$ cat src/rtl/mul_div_unit_pkg.sv
// mul_div_unit_pkg: shared op encodings, FSM states and counter sizing for mul_div_unit
//   OP_MULT/OP_MULTU/OP_DIV/OP_DIVU : 2-bit operation codes
//   state_t                         : IDLE, CALC, FIX
//   cnt_width(w)                    : step-counter width for a w-bit datapath
package mul_div_unit_pkg;

   localparam logic [1:0] OP_MULT  = 2'b00;
   localparam logic [1:0] OP_MULTU = 2'b01;
   localparam logic [1:0] OP_DIV   = 2'b10;
   localparam logic [1:0] OP_DIVU  = 2'b11;

   typedef enum logic [1:0] {IDLE, CALC, FIX} state_t;

   function automatic int cnt_width(input int w);
      return (w > 1) ? $clog2(w) : 1;
   endfunction

endpackage

$ cat src/rtl/mul_div_unit.sv
// mul_div_unit: iterative MULT/MULTU/DIV/DIVU engine with architectural HI/LO registers
//   clk, rst      : rising-edge clock, asynchronous active-high reset
//   op_a, op_b    : rs / rt operands, sampled only when a start is accepted
//   op            : 00 MULT, 01 MULTU, 10 DIV, 11 DIVU
//   start         : begin an operation (ignored while busy)
//   mt_hi, mt_lo  : load op_a into HI / LO when idle and not starting
//   hi, lo        : HI/LO registers (product high/low, or remainder/quotient)
//   busy          : operation in flight, stall request to the core
//   done          : one-cycle pulse after HI/LO are written by an operation
module mul_div_unit
   import mul_div_unit_pkg::*;
#(
   parameter int WIDTH = 32
) (
   input  logic             clk,
   input  logic             rst,
   input  logic [WIDTH-1:0] op_a,
   input  logic [WIDTH-1:0] op_b,
   input  logic [1:0]       op,
   input  logic             start,
   input  logic             mt_hi,
   input  logic             mt_lo,
   output logic [WIDTH-1:0] hi,
   output logic [WIDTH-1:0] lo,
   output logic             busy,
   output logic             done
);

   localparam int CW = cnt_width(WIDTH);

   state_t             state, next;
   logic [1:0]         op_q;
   logic [WIDTH-1:0]   a_mag, b_mag, a_raw;
   logic               neg_q, neg_r;
   logic [2*WIDTH-1:0] acc, mul_step, div_step, prod;
   logic [CW-1:0]      cnt, bit_idx;
   logic [WIDTH:0]     trial;
   logic [WIDTH-1:0]   quo, rem, res_hi, res_lo;
   logic               is_div, b_zero, a_bit, sa, sb;

   always_ff @(posedge clk or posedge rst)
      if (rst) state <= IDLE;
      else     state <= next;

   always_comb begin
      next = state;
      next = (state == IDLE) ? (start ? CALC : IDLE) :
             (state == CALC) ? ((cnt == CW'(WIDTH - 1)) ? FIX : CALC) : IDLE;
   end

   assign busy    = state != IDLE;
   assign is_div  = op_q[1];
   assign b_zero  = b_mag == '0;
   // Operand bits are consumed MSB first in both multiply and divide.
   assign bit_idx = CW'(WIDTH - 1) - cnt;
   assign a_bit   = a_mag[bit_idx];
   assign sa      = (op == OP_MULT || op == OP_DIV) && op_a[WIDTH-1];
   assign sb      = (op == OP_MULT || op == OP_DIV) && op_b[WIDTH-1];

   // Multiply: Horner-style shift-add, product accumulates across the full width.
   assign mul_step = {acc[2*WIDTH-2:0], 1'b0} + {{WIDTH{1'b0}}, b_mag[bit_idx] ? a_mag : '0};

   // Restoring divide: partial remainder in the upper half, quotient shifts into the lower half.
   // A borrow out of trial[WIDTH] means the divisor did not fit.
   assign trial    = {acc[2*WIDTH-1:WIDTH], a_bit} - {1'b0, b_mag};
   assign div_step = {trial[WIDTH] ? {acc[2*WIDTH-2:WIDTH], a_bit} : trial[WIDTH-1:0],
                      acc[WIDTH-2:0], ~trial[WIDTH]};

   assign prod   = neg_q ? -acc : acc;
   assign quo    = neg_q ? -acc[WIDTH-1:0] : acc[WIDTH-1:0];
   assign rem    = neg_r ? -acc[2*WIDTH-1:WIDTH] : acc[2*WIDTH-1:WIDTH];
   // Divide by zero reports the raw dividend in HI and all ones in LO.
   assign res_hi = !is_div ? prod[2*WIDTH-1:WIDTH] : b_zero ? a_raw : rem;
   assign res_lo = !is_div ? prod[WIDTH-1:0] : b_zero ? '1 : quo;

   always_ff @(posedge clk or posedge rst)
      if (rst) begin
         op_q  <= '0;
         a_mag <= '0;
         b_mag <= '0;
         a_raw <= '0;
         neg_q <= 1'b0;
         neg_r <= 1'b0;
         acc   <= '0;
         cnt   <= '0;
         hi    <= '0;
         lo    <= '0;
         done  <= 1'b0;
      end else begin
         if (state == IDLE && start) begin
            op_q  <= op;
            a_raw <= op_a;
            a_mag <= sa ? -op_a : op_a;
            b_mag <= sb ? -op_b : op_b;
            neg_q <= sa ^ sb;
            neg_r <= sa;
            acc   <= '0;
            cnt   <= '0;
         end else if (state == CALC) begin
            acc <= is_div ? div_step : mul_step;
            cnt <= cnt + CW'(1);
         end
         if (state == FIX) begin
            hi <= res_hi;
            lo <= res_lo;
         end else if (state == IDLE && !start) begin
            if (mt_hi) hi <= op_a;
            if (mt_lo) lo <= op_a;
         end
         done <= state == FIX;
      end

endmodule

$ cat config.mk
export PLATFORM = sky130hd
export DESIGN_NAME = mul_div_unit
export DESIGN_NICKNAME = d
export VERILOG_FILES = /design/src/rtl/mul_div_unit_pkg.sv /design/src/rtl/mul_div_unit.sv
export SDC_FILE = /design/constraint.sdc
export NUM_CORES = 1
export LEC_CHECK = 0
export ABC_CLOCK_PERIOD_IN_PS = 8900
export CAP_MARGIN = 20
export CORE_ASPECT_RATIO = 1.4
export CORE_UTILIZATION = 30
export CTS_BUF_LIST = sky130_fd_sc_hd__clkbuf_16
export DETAILED_ROUTE_END_ITERATION = 8
export HOLD_SLACK_MARGIN = 0.15
export REMOVE_ABC_BUFFERS = 1
export SETUP_SLACK_MARGIN = 0.5
export SLEW_MARGIN = 20
export SYNTH_ARGS = -nofsm -noshare
export SYNTH_HDL_FRONTEND = slang
export SYNTH_SLANG_ARGS = --single-unit
export TNS_END_PERCENT = 5
$ cat constraint.sdc
create_clock -name clk -period 8.9 [get_ports clk]
set_clock_uncertainty 0.05 [all_clocks]
set_input_delay 1.335 -clock clk [delete_from_list [all_inputs] [get_ports clk]]
set_output_delay 1.335 -clock clk [all_outputs]
set_load 0.005 [all_outputs]
==> results.json, run 1 <==
{
  "nFillCells": 6317,
  "max-cap-violations": 0,
  "critical_path_class": "reg -> reg",
  "syn_avg_cell_area_um2": 8.019,
  "sw_frac_of_total_pct": 48.71,
  "hp-class": "reg -> reg",
  "layout.nets": 2470,
  "p_leak_nw": 8.504,
  "first_pass_iters": 6,
  "netlist_area_um2": 18500,
  "clkSinkCount": 234,
  "setup_violations": 0,
  "wl_per_cell_um": 22.58,
  "antenna_found_initial": 0,
  "min_from": "a_raw[27]$_DFFE_PP0P_",
  "postSynthRegisterBits": 234,
  "cts_buffers": 27,
  "core_um2": 60910,
  "fin_crit_sh_pct": 69.85,
  "relSlewSlack_pct": 31.58,
  "ir_drop_uv": 159.2,
  "grt_pass1_wl_mm": 109.2,
  "hold_viol": 0,
  "max_freq_mhz": 160.9,
  "cp.arrival_ns": 6.63,
  "cts-htree-levels": 1,
  "startpoint": "cnt[0]$_DFFE_PP0P_",
  "hpwl_mm": 52.90,
  "power.clock.fraction_pct": 13.2,
  "antennaDiodeCount": 0,
  "p_switching_mw": 4.284,
  "setup_ws_ns": 2.684,
  "cts_tree": "done",
  "yosysSeqAreaShare_pct": 31.65,
  "num_io_pins": 137,
  "synth_largest_area_cell": "dfrtp_1",
  "synth_top_area_share_pct": 31.65,
  "seqPwrFrac_pct": 27.2,
  "grt_overflow": 0,
  "stdcell_count": 3163,
  "cts_buffer_depth": 3,
  "power_density_nw_per_um2": 411.9,
  "hold_slack_ns": 0.4265,
  "rsz0062_at_grt": "no",
  "die_area_um2": 62670,
  "synth_area_leaders": "dfrtp_1 32%, nand2_1 7.1%, o21ai_0 6.7%",
  "syn2layout_area_growth_pct": 15.42,
  "synth-edff-count": 0,
  "ctsResizeCount": 0,
  "grt_max_degree": 133,
  "rows": 107,
  "post_cts_buffers": 0,
  "cp_max_fo": 32,
  "path_clk_slew_ns": 0.06,
  "port_buffers": 136,
  "p_int_mw": 4.510,
  "initial_core_util_pct": 30.37,
  "wirelength_mm": 71.43,
  "vias": 17913,
  "die_h_um": 295.8,
  "cts-root-buf": "clkbuf_16",
  "track_usage_pct": 22.71,
  "worst_ep_required_time_ns": 9.31,
  "die_w_um": 211.9,
  "fin_crit_ns": 6.216,
  "synthFlopType": "dfrtp_1",
  "grt_pass1_vias": 17804,
  "slew_violations": 0,
  "routed_via_density": 5.663,
  "synth_cells": 2307,
  "worstSetupEndpointType": "register",
  "ant_nets": 0,
  "async_flop_share_pct": 100.0,
  "place_congestion": 0.9017,
  "netlist-cell-type-count": 94,
  "startpoint_type": "register",
  "layout-drive-gt1-share_pct": 6.181,
  "place_ws_ns": 2.334,
  "r2r-start": "cnt[0]$_DFFE_PP0P_",
  "cts_hold_buf": 0,
  "outcome": "completed",
  "finalCoreUtilization_pct": 35.05,
  "pwr-share-comb_pct": 59.7,
  "yosysWarningCount": 0,
  "dp_cells": 3114,
  "worst_slew_pin_slew_ns": 1.026,
  "clk_latency_ns": 0.58,
  "drt_first_iter_violations": 1693,
  "drc": 0,
  "setup_tns_ns": 0
}
-- kinds of logic after synthesis --
group | synth area share [%]
xor+xnor | 9.232
compound gates | 24.95
fa+ha+maj | 4.951
mux | 3.876
flops | 31.65
buf+inv | 5.052
simple gates | 20.28
-- area by class of cell --
cell class / instances / area [µm²] / share of cell area (%)
flip-flops and latches: 234 / 5859 / 27.44
inverters: 74 / 285.3 / 1.336
well taps: 817 / 1022 / 4.788
repair buffers: 161 / 1559 / 7.302
multi-input cells: 1829 / 11750 / 55.01
clock buffers: 27 / 675.6 / 3.164
clock inverters: 21 / 203.9 / 0.9552
-- synth_stat cells (17+ instances only) --
cell type,instances
nand2_1,349
o21ai_0,249
dfrtp_1,234
a21oi_1,169
clkbuf_1,143
xnor2_1,130
nor2_1,114
inv_1,73
ha_1,70
xor2_1,65
nor3_1,54
nor2b_1,40
o22ai_1,40
nand3_1,39
o31ai_1,31
nor4_1,30
a211oi_1,27
nand4_1,25
a21o_1,24
a31oi_1,21
mux2i_1,21
nand2b_1,21
mux4_2,20
a22oi_1,19
o211ai_1,18
or3_1,18
and3_1,17
buf_1,17
-- state kept, by name, indices dropped and copies added, names as in the netlist --
name,cells
a_raw,31
acc,64
done,1
b_mag,32
cnt,5
op_q,1
state,2
neg_q,1
neg_r,1
a_mag,32
hi,32
lo,32
-- path summary, 6_finish.rpt --
path | to | slack, ns | depth (start not counted)
max | acc[63]$_DFFE_PP0P_ | 2.68 | 15
min | a_raw[27]$_DFFE_PP0P_ | 0.43 | 2
max reg2reg | acc[63]$_DFFE_PP0P_ | 2.68 | 15
min reg2reg | a_raw[27]$_DFFE_PP0P_ | 0.43 | 2
max in group asynchronous | acc[27]$_DFFE_PP0P_ | 6.35 | 3
min in group asynchronous | hi[9]$_DFFE_PP0P_ | 1.22 | 2
-- critical path, cell delays in order, from the launching register on --
cell	delay, ns
dfrtp_2	0.76
mux4_2	0.59
mux4_2	0.51
mux2i_2	0.18
buf_4	0.38
nor2b_1	0.09
ha_1	0.24
fa_1	0.44
a211oi_1	0.46
nor4_1	0.16
o21ai_0	0.43
a21boi_0	0.34
o31ai_1	0.84
nor3_1	0.19
mux2i_1	0.16
a32o_1	0.26
-- routing by layer --
layer | global-route usage (%) | wire length (µm)
met4 | 13.18 | 4409
met3 | 2.340 | 3901
met2 | 39.83 | 34950
met5 | 0 | 0
met1 | 26.81 | 28160
-- layout by cell type (no fill, tap or decap), drive strengths merged, types with 25 or more instances in the layout --
master	Yosys	final
nand2	349	349
o21ai	256	256
dfrtp	234	234
a21oi	170	170
clkdlybuf4s50	0	136
xnor2	130	130
nor2	114	114
inv	74	77
ha	70	70
xor2	65	65
nor3	55	55
nand3	41	41
o22ai	40	40
nor2b	40	40
nor4	38	38
o31ai	31	31
a211oi	28	28
clkbuf	144	27
nand4	25	25
buf	26	25
-- power groups by stage --
stage	Combinational (mW)	Clock, mW	Sequential, mW
2_1_floorplan	3.60	0	2.12
3_3_place_gp	5.12	0	2.38
3_5_place_dp	5.19	0	2.39
4_1_cts	5.22	1.17	2.37
5_1_grt	5.79	1.21	2.45
6_report	5.25	1.16	2.39
-- metrics by stage --
stage | power, mW | cell area [µm²]
after floorplan | 5.726 | 17840
after global routing | 9.455 | 21350
after CTS | 8.772 | 21340
after detailed placement | 7.579 | 20460
after global placement | 7.500 | 20460
final | 8.794 | 21350
Power figures use the tool's default switching activity.
==> inputs of run 2 (changes only) <==
Settings changed: ABC_CLOCK_PERIOD_IN_PS 8900 to 5260.
Clock period 8.9 ns to 5.26 ns, I/O delays scaled along.
==> results.json, run 2 (synthesis results as in run 1) <==
{
  "slowest_stage": "mux4_2",
  "grtUsageMet3_pct": 2.404,
  "pwr-share-comb_pct": 64.0,
  "grt_pass1_vias": 18214,
  "relSlewSlack_pct": 21.72,
  "hold_end": "a_raw[24]$_DFFE_PP0P_",
  "layout_common_cells": "347 x nand2_1, 242 x o21ai_0, 231 x dfrtp_1, 159 x a21oi_1, 136 x clkdlybuf4s50_1",
  "setup_violations": 0,
  "layout-drive-gt1-share_pct": 12.76,
  "setup_ws_ns": 0.4143,
  "p_int_mw": 8.771,
  "seqPwrFrac_pct": 23.9,
  "cts-root-buf": "clkbuf_16",
  "hold_viol": 0,
  "ir_drop_uv": 297.7,
  "slew_violations": 0,
  "die_area_um2": 62670,
  "fin_crit_sh_pct": 92.12,
  "drt_first_iter_violations": 1560,
  "antenna_found_initial": 1,
  "nFillCells": 6164,
  "power_density_nw_per_um2": 724.4,
  "path_clk_slew_ns": 0.07,
  "cp.arrival_ns": 5.26,
  "reg2reg_depth": 17,
  "critical_path_class": "reg -> reg",
  "rows": 107,
  "syn2layout_area_growth_pct": 23.39,
  "cts_buffer_depth": 3,
  "num_io_pins": 137,
  "min_from": "a_raw[24]$_DFFE_PP0P_",
  "grt_max_degree": 97,
  "sw_frac_of_total_pct": 46.95,
  "port_buffers": 136,
  "worstSetupEndpointType": "register",
  "core_um2": 60910,
  "outcome": "completed",
  "clk_latency_ns": 0.58,
  "first_pass_iters": 5,
  "place_congestion": 0.9405,
  "power.clock.fraction_pct": 12.1,
  "regToRegSetupSlack_ns": 0.41,
  "clkSinkCount": 234,
  "wl_per_cell_um": 22.54,
  "holdPathStages": 2,
  "place_ws_ns": -0.1132,
  "cts_hold_buf": 0,
  "rsz0062_at_grt": "yes",
  "drc": 0,
  "wirelength_mm": 73.36,
  "max_stage_delay_ns": 0.53,
  "cpMostUsedCell": "buf_12",
  "p_switching_mw": 7.763,
  "setup_tns_ns": 0,
  "grt_most_used_layer": "met2",
  "startpoint_type": "register",
  "largest_reg_flops": 64,
  "r2r-end": "acc[54]$_DFFE_PP0P_",
  "track_usage_pct": 22.99,
  "crit_family": "compound AO/OA/AOI/OAI gates",
  "cts_tree": "done",
  "regMostFlops": "acc",
  "grt_overflow": 0,
  "routed_via_density": 5.656,
  "initial_core_util_pct": 30.37,
  "max-cap-violations": 0,
  "path_cells": "buf_12 -> mux4_2 -> mux4_2 -> mux2i_4 -> buf_12 -> buf_12 -> clkbuf_16 -> nor2b_1 -> ha_1 -> buf_4 -> a21o_1 -> a21o_1 -> a21oi_1 -> o21a_4 -> nor3_4 -> a211o_1 -> a32o_1",
  "cp_max_fo": 8,
  "ff_latch_area_um2": 5859,
  "die_w_um": 211.9,
  "hp-class": "reg -> reg",
  "worst_ep_required_time_ns": 5.68,
  "layout_commonest_cell": "nand2_1",
  "worst-path-stages": 17,
  "r2r-start": "cnt[0]$_DFFE_PP0P_",
  "fin_crit_ns": 4.846,
  "ant_nets": 0,
  "met2_usage_pct": 40.26,
  "die_h_um": 295.8,
  "worst_slew_pin_slew_ns": 1.173,
  "cts-htree-levels": 1,
  "cts_buffers": 28,
  "multi_input_area_um2": 12270,
  "use_met1_pct": 26.43,
  "max_freq_mhz": 206.4,
  "hpwl_mm": 53.66,
  "layout.nets": 2560,
  "path_buf_inv": 5,
  "vias": 18411,
  "p_leak_nw": 9.188,
  "grt_pass1_wl_mm": 110.5
}
-- run 2: cell count changes in the layout (fill, tap and decap cells not counted), moves of 6 or more --
cell / previous run / this run
buf_12: 1 / 7
buf_6: 0 / 6
nor2b_1: 39 / 33
buf_4: 23 / 91
ha_1: 70 / 58
o21ai_0: 249 / 242
a21oi_1: 169 / 159
ha_2: 0 / 7
-- run 2: how the worst max path moves through the flow --
stage / to / slack, ns / from
after global placement: acc[55]$_DFFE_PP0P_ / -0.09 / cnt[0]$_DFFE_PP0P_
after detailed placement: acc[55]$_DFFE_PP0P_ / -0.11 / cnt[0]$_DFFE_PP0P_
after floorplan: a_mag[0]$_DFFE_PP0P_ / -2.00 / rst
final: acc[54]$_DFFE_PP0P_ / 0.41 / cnt[0]$_DFFE_PP0P_
after CTS: acc[40]$_DFFE_PP0P_ / 0.42 / cnt[0]$_DFFE_PP0P_
after global routing: acc[62]$_DFFE_PP0P_ / 0.31 / cnt[0]$_DFFE_PP0P_
-- run 2: cell type report --
| class | instances | share of cell area [%] |
|---|---|---|
| inverter | 74 | 1.250 |
| sequential | 234 | 25.67 |
| clock buffer | 29 | 3.179 |
| clock inverter | 21 | 0.8661 |
| multi-input combinational | 1831 | 53.77 |
| timing repair buffer | 248 | 10.78 |
| tap | 817 | 4.478 |
| antenna | 1 | 0.01096 |
-- run 2: what timing repair did --
item                       4_1_cts  5_1_grt
setup endpoints to repair       37       37
setup buffers                   13       27
pin swaps                       14       57
resized for setup               36       88
gates cloned                     5        2
-- run 2: tightest hold or removal path, stage by stage, from the launching register on --
cell,delay (ns)
dfrtp_1,0.34
nand2_1,0.05
nand2_1,0.06
-- run 2: power groups by stage --
stage               clock, mW  combinational (mW)  sequential (mW)
floorplan                   0                6.09             3.59
global placement            0                9.05             3.87
detailed placement          0                9.17             3.92
CTS                      2.04                9.78             3.89
global route             2.11                11.5             4.06
finish                   2.01                10.6             3.95
-- run 2: stage by stage --
step / std cells / utilization [%] / hold slack, ns / instance area [µm²] / power [mW]
after detailed placement: 3156 / 34.21 / 0.4139 / 20840 / 13.09
final: 3255 / 37.47 / 0.4265 / 22830 / 16.53
after floorplan: 2137 / - / 0.3904 / 17840 / 9.688
after global routing: 3254 / 37.47 / 0.4420 / 22820 / 17.68
after CTS: 3224 / 36.38 / 0.4299 / 22160 / 15.72
after global placement: 3155 / 34.16 / 0.4059 / 20810 / 12.92
-- run 2: per-layer routing --
metal / share of wire [%] / vias up
met5: 0 / -
met4: 7.1 / 0
met2: 49 / 797
met3: 5.7 / 233
li1: - / 8538
met1: 38 / 8843
==> inputs of run 3 (changes only) <==
Settings changed: CTS_CLUSTER_DIAMETER from default to 200.
==> results of run 3 <==
The final DEF is identical to that of run 2; final timing and power are the same.
==> edit, RTL diff (config.mk and constraints of run 2) <==
Re-encode `state_t` (3 states) as one-hot, 3 bits wide.
--- a/src/rtl/mul_div_unit_pkg.sv
+++ b/src/rtl/mul_div_unit_pkg.sv
@@ -11,3 +11,3 @@
 
-   typedef enum logic [1:0] {IDLE, CALC, FIX} state_t;
+   typedef enum logic [2:0] {IDLE = 3'b001, CALC = 3'b010, FIX = 3'b100} state_t;
 
Function: same outputs for any inputs over 4 cycles, from zero or initial values and one cycle with rst high; so few cycles prove little.
==> edit against run 2 <==
  * Core utilization fell by 0.41 points
  * Setup slack worse by 0.081 ns
  * Wire length shrank 1.6%
  * Final area shrank 1.1%
  * Via count down 1.4%
  * Sequential share of layout area grew 0.40 points
  * Area after synthesis about the same
  * Power fell by 25%
  * Sequential power shrank 17%
  * Synthesized cell count up 0.35%
  * Sequential cell count grew 1
==> edit: results (changes against run 2) <==
[place]
gp_congestion=0.9808  ; was 0.9405
dp_hpwl_um=53540  ; was 53660 um
placed_cells=3189  ; was 3156
dp_slack_ns=-0.1181  ; was -0.1132 ns
place_area_sq_um=20990  ; was 20840 sq um

[worst_setup_path]
critPathSlowestCell=or4b_4  ; was mux4_2
endpoint=acc[63]$_DFFE_PP0P_  ; was acc[54]$_DFFE_PP0P_
slowest_delay_ns=0.51  ; was 0.53 ns
rrSetupSlack_ns=0.33  ; was 0.41 ns
cpLargestDelayFamily=multiplexers  ; was compound AO/OA/AOI/OAI gates
crit_buf_inv=7  ; was 5
startpoint=cnt[0]$_DFFE_PP0P_  ; unchanged
critPathMaxFanout=5  ; was 8
rr_worst_depth=21  ; was 17

[yosys]
yosys-top-cells-count=nand2_1 (392), o21ai_0 (262), dfrtp_1 (234)  ; was nand2_1 (349), o21ai_0 (249), dfrtp_1 (234)
ys_top_cells_by_area=dfrtp_1 (32%), nand2_1 (8.0%), o21ai_0 (7.1%), xor2_1 (4.8%), ha_1 (4.7%)  ; was dfrtp_1 (32%), nand2_1 (7.1%), o21ai_0 (6.7%), xnor2_1 (6.2%), ha_1 (4.7%)
async_flop_share=1.000  ; unchanged
yosysSeqAreaShare=0.3181  ; was 0.3165
synth_area_per_cell_sq_um=7.988  ; was 8.019 sq um
ys_types=76  ; was 94

[run_status]
status=finished, final reports clean  ; unchanged

[finish]
drive_above_1_share=0.1062  ; was 0.1276
antennaDiodeCount=0  ; was 1
nets=2572  ; was 2560

[grt]
grt_pass1_wl_um=109100  ; was 110500 um
first_global_vias=18530  ; was 18210
grt_max_degree=104  ; was 97
track_usage=0.2277  ; was 0.2299

[sta]
hold_ws_ns=0.4267  ; was 0.4265 ns
fin_crit_sh=0.9367  ; was 0.9212
slew_headroom=0.2218  ; was 0.2172

[hold_path]
hold_path_end=a_raw[26]$_DFFE_PP0P_  ; was a_raw[24]$_DFFE_PP0P_
hp-start=a_raw[26]$_DFFE_PP0P_  ; was a_raw[24]$_DFFE_PP0P_

[power]
p_int_mw=6.787  ; was 8.771 mW
p_comb_frac=0.577  ; was 0.640
power_density_nw_per_um2=552.2  ; was 724.4 nW/um^2
ir_drop_v=0.0002542  ; was 0.0002977 V
p_leak_nw=9.771  ; was 9.188 nW

[route]
wire_per_inst_um=22.10  ; was 22.54 um
wirelength_um=72190  ; was 73360 um
dr.pass1.iters=5  ; unchanged
vias_per_cell=5.556  ; was 5.656
drt_iter0_drc=1272  ; was 1560

[clock_network]
clkLatencyLatePin_ns=0.58  ; about the same
cts_buffers=28  ; unchanged

edit: cell families (layout without fill, tap and decap cells):
logic type	Yosys count	count (layout)	synth area share
AO/OA/AOI/OAI	688	688	0.2287
XOR/XNOR	188	188	0.08904
adder cells (fa/ha/maj)	72	72	0.04953
buffers and inverters	232	366	0.04797
flip-flops	235	235	0.3181
multiplexers	84	84	0.05940
AND/OR/NAND/NOR	816	816	0.2073
edit: layout make-up:
type	count	area, sq um
clock buffer	29	725.7
clock inverter	21	182.7
fill	6338	38340
inverter	68	262.8
multi-input combinational	1848	12040
sequential	235	5886
tap	817	1022
timing repair buffer	248	2459
edit: repair_timing:
item / in CTS / in global routing
buffers inserted: 18 / 4
gates cloned: 4 / 1
resized for setup: 36 / 32
setup endpoints to repair: 46 / 47
pin swaps: 24 / 19
edit: metal layers:
layer  share of wire  GRT usage  vias up
met2            0.52     0.4256      579
met5               0          0        -
met4           0.061     0.1320        0
li1                -          -     8541
met1            0.37     0.2425     8808
met3           0.045    0.03071      219
